File: config.mk
export PLATFORM = sky130hd
export DESIGN_NAME = braille_cell_scheduler
export DESIGN_NICKNAME = d
export VERILOG_FILES = /design/src/rtl/braille_pkg.sv /design/src/rtl/braille_dwell_timer.sv /design/src/rtl/braille_cell_scheduler.sv
export SDC_FILE = /design/constraint.sdc
export NUM_CORES = 1
export LEC_CHECK = 0
export CORE_ASPECT_RATIO = 1.75
export CORE_MARGIN = 2
export CORE_UTILIZATION = 45
export DETAILED_ROUTE_END_ITERATION = 16
export PLACE_DENSITY = 0.66
export SLEW_MARGIN = 20
export SYNTH_ARGS = -nofsm -noshare
export SYNTH_HDL_FRONTEND = slang
export SYNTH_SLANG_ARGS = --single-unit
File: constraint.sdc
create_clock -name clk -period 2.5 [get_ports clk]
set_input_delay 0.5 -clock clk [delete_from_list [all_inputs] [get_ports clk]]
set_output_delay 0.5 -clock clk [all_outputs]
set_load 0.02 [all_outputs]
File: src/rtl/braille_pkg.sv
// Shared types and constants for the braille cell scheduler.
package braille_pkg;

    localparam int NUM_CELLS = 6;
    localparam int CELL_W    = 6;
    localparam int IDX_W     = 3;

    localparam logic [IDX_W-1:0] CELL_H_L = 3'd0;
    localparam logic [IDX_W-1:0] CELL_H_R = 3'd1;
    localparam logic [IDX_W-1:0] CELL_M_L = 3'd2;
    localparam logic [IDX_W-1:0] CELL_M_R = 3'd3;
    localparam logic [IDX_W-1:0] CELL_S_L = 3'd4;
    localparam logic [IDX_W-1:0] CELL_S_R = 3'd5;

    typedef enum logic [1:0] {IDLE, SEND, DWELL} state_t;
    typedef logic [CELL_W-1:0] cell_t;

endpackage

File: src/rtl/braille_dwell_timer.sv
// Loadable down-counter; expired is high while the count is zero.
module braille_dwell_timer #(
    parameter int DWELL_W = 16
) (
    input  logic               clk,
    input  logic               rst,
    input  logic               load,
    input  logic [DWELL_W-1:0] load_val,
    input  logic               en,
    output logic               expired
);

    logic [DWELL_W-1:0] count;

    always_ff @(posedge clk) begin
        if (rst)
            count <= '0;
        else if (load)
            count <= load_val;
        else if (en && count != '0)
            count <= count - 1'b1;
    end

    assign expired = (count == '0);

endmodule

File: src/rtl/braille_cell_scheduler.sv
// Snapshots six braille cells per frame request and sends them one by one over valid/ready with a dwell gap.
// Optional BRAILLE_SKIP_UNCHANGED_EN skips cells identical to the last ones sent.
module braille_cell_scheduler
    import braille_pkg::*;
#(
    parameter int DWELL_CYCLES = 4,
    parameter int DWELL_W      = 16
) (
    input  logic              clk,
    input  logic              rst,
    input  logic              start,
    input  logic [CELL_W-1:0] h_l,
    input  logic [CELL_W-1:0] h_r,
    input  logic [CELL_W-1:0] m_l,
    input  logic [CELL_W-1:0] m_r,
    input  logic [CELL_W-1:0] s_l,
    input  logic [CELL_W-1:0] s_r,
    output logic              act_valid,
    input  logic              act_ready,
    output logic [CELL_W-1:0] act_cell,
    output logic [IDX_W-1:0]  act_idx,
    output logic              busy,
    output logic              frame_done,
    output logic              overrun
);

    localparam logic [DWELL_W-1:0] DWELL_LOAD =
        (DWELL_CYCLES > 0) ? DWELL_W'(DWELL_CYCLES - 1) : '0;

    state_t           state, state_nxt;
    cell_t            snap [NUM_CELLS];
    logic [IDX_W-1:0] idx;
    logic             pend;
    logic             trigger, hs, skip, advance, last, expired;

    assign trigger = start | pend;
    assign last    = (idx == CELL_S_R);
    assign hs      = (state == SEND) & ~skip & act_ready;
    assign advance = hs | skip;

`ifdef BRAILLE_SKIP_UNCHANGED_EN
    cell_t last_sent [NUM_CELLS];
    logic  first_frame;

    // The very first frame after reset always sends everything.
    assign skip = (state == SEND) & ~first_frame & (snap[idx] == last_sent[idx]);

    always_ff @(posedge clk) begin
        if (rst) begin
            for (int i = 0; i < NUM_CELLS; i++)
                last_sent[i] <= '0;
            first_frame <= 1'b1;
        end else begin
            if (hs)
                last_sent[idx] <= snap[idx];
            if (advance && last)
                first_frame <= 1'b0;
        end
    end
`else
    assign skip = 1'b0;
`endif

    braille_dwell_timer #(.DWELL_W(DWELL_W)) u_dwell (
        .clk      (clk),
        .rst      (rst),
        .load     (hs & ~last),
        .load_val (DWELL_LOAD),
        .en       (state == DWELL),
        .expired  (expired)
    );

    always_ff @(posedge clk) begin
        if (rst)
            state <= IDLE;
        else
            state <= state_nxt;
    end

    always_comb begin
        state_nxt = state;
        case (state)
            IDLE:    if (trigger) state_nxt = SEND;
            SEND: begin
                if (advance) begin
                    if (last)
                        state_nxt = IDLE;
                    else if (hs && DWELL_CYCLES != 0)
                        state_nxt = DWELL;
                    else
                        state_nxt = SEND;
                end
            end
            DWELL:   if (expired) state_nxt = SEND;
            default: state_nxt = IDLE;
        endcase
    end

    always_ff @(posedge clk) begin
        if (rst) begin
            for (int i = 0; i < NUM_CELLS; i++)
                snap[i] <= '0;
            idx        <= CELL_H_L;
            pend       <= 1'b0;
            overrun    <= 1'b0;
            frame_done <= 1'b0;
        end else begin
            frame_done <= (state == SEND) & advance & last;
            if (state == IDLE) begin
                if (trigger) begin
                    snap[CELL_H_L] <= h_l;
                    snap[CELL_H_R] <= h_r;
                    snap[CELL_M_L] <= m_l;
                    snap[CELL_M_R] <= m_r;
                    snap[CELL_S_L] <= s_l;
                    snap[CELL_S_R] <= s_r;
                    idx            <= CELL_H_L;
                    pend           <= 1'b0;
                end
            end else begin
                // One request can wait behind the current frame; a second is lost.
                if (start) begin
                    if (pend)
                        overrun <= 1'b1;
                    else
                        pend <= 1'b1;
                end
                if (state == SEND && advance && !last)
                    idx <= idx + 1'b1;
            end
        end
    end

    always_comb begin
        act_valid = (state == SEND) & ~skip;
        act_cell  = act_valid ? snap[idx] : '0;
        act_idx   = act_valid ? idx : '0;
        busy      = (state != IDLE);
    end

endmodule
==> impl_results.md, run 1 <==
* Required @ worst endpoint at around 2000 ps
* Row count at 39
* Root Buffer: clkbuf_16
* Pre-CTS setup slack at 284 ps
* Hold-fix buffers at CTS at 0
* Maximum vdd drop at 0.000553 V
* GRT Total Usage at between 10% and 20%
* Crit-path leading delay family: buffers and inverters
* Final Skew at ~4.1 ps
* TritonCTS clock tree: done
* CTS clk-pin slew, worst paths at 50 ps
* Least-Margin Pin Slew at between 500 and 600 ps
* Sw power at around 0.00065 W
* # diodes at 0
* Buffers & Inverters on Critical Path at 2
* Final WS setup at between 100 and 150 ps
* RSZ-0062 raised after global routing: false
* Filler cells at 564
* Gate Count Post-Synth at about 250
* Hold_ws at 502 ps
* M1 wire length at 2380 µm
* R2R depth at 4
* Die ar. at between 7000 and 8000 µm²
* Worst path max stage delay at 530 ps
* Min-Delay Endpoint: overrun$_SDFFE_PP0P_
* First-pass GRT wire length at 10100 µm
* Register area share after synthesis at around 55%
* P_int at 0.00225 W
* Yosys top cell area share at roughly 37%
* Reg2Reg Capture Point: u_dwell.count[13]$_SDFFE_PP0P_
* Slew headroom at 66.2%
* Setup TNS Final at 0 ps
* Avg WL per Cell at approximately 15 µm
* Clock Latency Late Sink at 320 ps
* Mapped cell area at slightly below 3000 µm²
* Setup Viol. Count Final at 0
* Total design power at 0.00290 W
* Power per cell area at ~750 nW/µm²
* DR WL met3 at ~290 µm
* Clock power share at 43.9%
* Met2 WL at 3300 µm
* Number of global-route vias before repair at between 2000 and 2500
* Comb pwr share at 13.5%
* Starting DRT DRC Count at 95
* Largest net degree at the start of global routing at 38
* Final Hold Vio Count at 0
* Top Metal Used: met4
* Placeable Area at about 6400 µm²
* Reg-to-reg setup timing slack at 670 ps
* Most common cell after layout, fill and taps aside: clkdlybuf4s50_1
* Sw Share at 22.6%
* Fmax at 0.417 GHz
* Setup Fix Bufs, Post-CTS at 0
* Nets at 356
* Hold WC Path Type: reg -> reg
* Deepest clock path buffer count at 2
* Hold path start: overrun$_SDFFE_PP0P_
* Leading cell types in the layout, fill and taps excluded: clkdlybuf4s50_1 (46), and2_1 (38), edfxtp_1 (36)
* Reg-to-reg startpoint: u_dwell.count[6]$_SDFFE_PP0P_
* PortBufs at 52
* Die X-Extent at 65.1 µm
* Worst path slowest cell: clkdlybuf4s50_1
* Placer congestion estimate at 0.840
* Crit. End Element: output port
* CP startpoint kind: flop
* Pleak at 1.46 nW
* Resize count post-CTS at 6
* Clock sink total at 63
* DRC viols at 0
* DP HPWL at 4400 µm
* Yosys warnings at 0
* Worst-path cell chain: nand2b_1 > inv_1 > and2_1 > clkdlybuf4s50_1
* Post-synth net total at 297
* Die Y at between 100 and 150 µm
* Initial antenna violation count at 0
* Cts bufs inserted at 9
* Crit path max fanout at 8
* Synth area leaders: edfxtp_1 (37%), dfxtp_1 (18%), and2_1 (8.1%), mux2i_1 (4.8%), mux4_2 (4.6%)
* Post-layout minimum cycle time at about 2400 ps
* Starting Density at roughly 46%
* WP data arrival at around 1900 ps
* Total wire length at 6120 µm
* Number of synthesized register bits at 63
* Synth cell types at 39
* Final Cycle Share at 95.8%
* Fraction of layout cells with a size suffix above 1 at 8.81%
* Total grt overflow at 0
* Biggest area consumer among synthesized cells: edfxtp_1
* Hold depth at 2
* Mapped Avg Cell Area at 11.6 µm²
* Max-Cap Viols at 0
* Status: complete, no violations
* Routed Antenna Nets at 0
* Via/cell ratio at 5.27
* Class of the most critical setup path: reg -> out
* CTS H-tree depth at 3
* I/O pins at 53
* DR pass1 iterations at 4
* Final Max Slew Viols at 0
* Sequential cell fraction of total power at ~43%
* Via Count at 2106
* P&R area growth vs syn at 32.3%
[tightest hold or removal path, cell delays in order, from the launching register on]
cell and delay, ps:
dfxtp_1 330, a31oi_1 50, nor2_1 90
[flip-flops by register name, indices dropped and copies added (netlist names), named ones only]
| register | cells |
|---|---|
| snap | 36 |
| u_dwell.count | 16 |
| idx | 3 |
| state | 2 |
| frame_done | 1 |
| overrun | 1 |
| pend | 1 |
[metrics by stage]
stage | instances | util [%] | area [µm²]
after floorplan | 254 | - | 2940
after global placement | 384 | 55.8 | 3590
after detailed placement | 384 | 55.8 | 3590
after CTS | 400 | 60.4 | 3890
after global routing | 400 | 60.4 | 3890
final | 400 | 60.4 | 3890
[metal layers]
metal  vias to the layer above  global-route usage (%)
met5                         -                       0
met4                         0                    10.1
met3                         9                    4.37
met2                        54                    32.7
met1                       985                    20.8
li1                       1058                       -
[power groups by stage]
stage / clock (W) / combinational (W) / sequential [W]
final: 0.00127 / 0.000391 / 0.00124
after global routing: 0.00135 / 0.000433 / 0.00124
after CTS: 0.00131 / 0.000395 / 0.00124
after detailed placement: 0 / 0.000398 / 0.00126
after global placement: 0 / 0.000394 / 0.00126
after floorplan: 0 / 0.000245 / 0.00124
[Yosys cell counts]
| library cell | number |
|---|---|
| nand4_2 | 1 |
| buf_2 | 3 |
| nor4_4 | 2 |
| nand3_1 | 3 |
| o311ai_0 | 1 |
| nand4_1 | 1 |
| o2111ai_1 | 1 |
| a211oi_1 | 9 |
| inv_1 | 6 |
| xor2_1 | 1 |
| a31oi_1 | 3 |
| o21ai_0 | 2 |
| or2_0 | 2 |
| nor4b_1 | 1 |
| nor2_1 | 15 |
| nor2b_1 | 1 |
| or3_1 | 4 |
| ha_1 | 3 |
| nor3b_1 | 2 |
| or4_1 | 6 |
| nor3_1 | 3 |
| and4_1 | 2 |
| clkbuf_1 | 7 |
| and2_1 | 38 |
| o31ai_1 | 5 |
| nand2_1 | 13 |
| mux2i_1 | 14 |
| edfxtp_1 | 36 |
| nand2b_1 | 14 |
| or2_2 | 1 |
| nor4_1 | 4 |
| a311oi_1 | 1 |
| and3b_1 | 1 |
| dfxtp_1 | 27 |
| a21oi_1 | 10 |
| o211ai_1 | 1 |
| a2111oi_1 | 1 |
| mux4_2 | 6 |
| o21ai_1 | 3 |
[worst max path at each step]
stage	slack, ps	start	depth (start not counted)	endpoint
after CTS	80	state[1]$_SDFFE_PP0P_	4	act_idx[0]
after floorplan	370	rst	2	snap[0][0]$_SDFFCE_PN0P_
after global routing	5	state[1]$_SDFFE_PP0P_	4	act_idx[0]
final	100	state[1]$_SDFFE_PP0P_	4	act_idx[0]
after global placement	300	flop	5	act_cell[4]
after detailed placement	280	flop	5	act_cell[3]
[logic make-up (layout without fill, tap and decap cells)]
family | Yosys count | count (layout) | share of synthesized area [%]
AOI/OAI and AO/OA | 37 | 37 | 8.25
xor gates and xnor gates | 1 | 1 | 0.298
adders and majority gates | 3 | 3 | 1.28
buffers and inverters | 16 | 80 | 2.17
DFF | 63 | 63 | 55.1
muxes | 20 | 20 | 9.36
and+or+nand+nor | 114 | 114 | 23.5
[final cells by class]
| class | instances | area [µm²] | area share (%) |
|---|---|---|---|
| clock buffers | 11 | 233 | 5.98 |
| clock inverters | 5 | 72.6 | 1.86 |
| inverters | 6 | 22.5 | 0.579 |
| multi-input cells | 175 | 1260 | 32.3 |
| flip-flops and latches | 63 | 1620 | 41.7 |
| well taps | 82 | 103 | 2.64 |
| repair buffers | 58 | 583 | 15.0 |
(Power assumes the default switching activity.)
==> run 2: changes to the inputs <==
--- a/config.mk
+++ b/config.mk
@@ -8,6 +8,7 @@
 export CORE_ASPECT_RATIO = 1.75
 export CORE_MARGIN = 2
 export CORE_UTILIZATION = 45
+export CTS_CLUSTER_SIZE = 28
 export DETAILED_ROUTE_END_ITERATION = 16
 export PLACE_DENSITY = 0.66
 export SLEW_MARGIN = 20
==> results of run 2 <==
No change in the layout: final DEF, timing and power equal those of run 1.
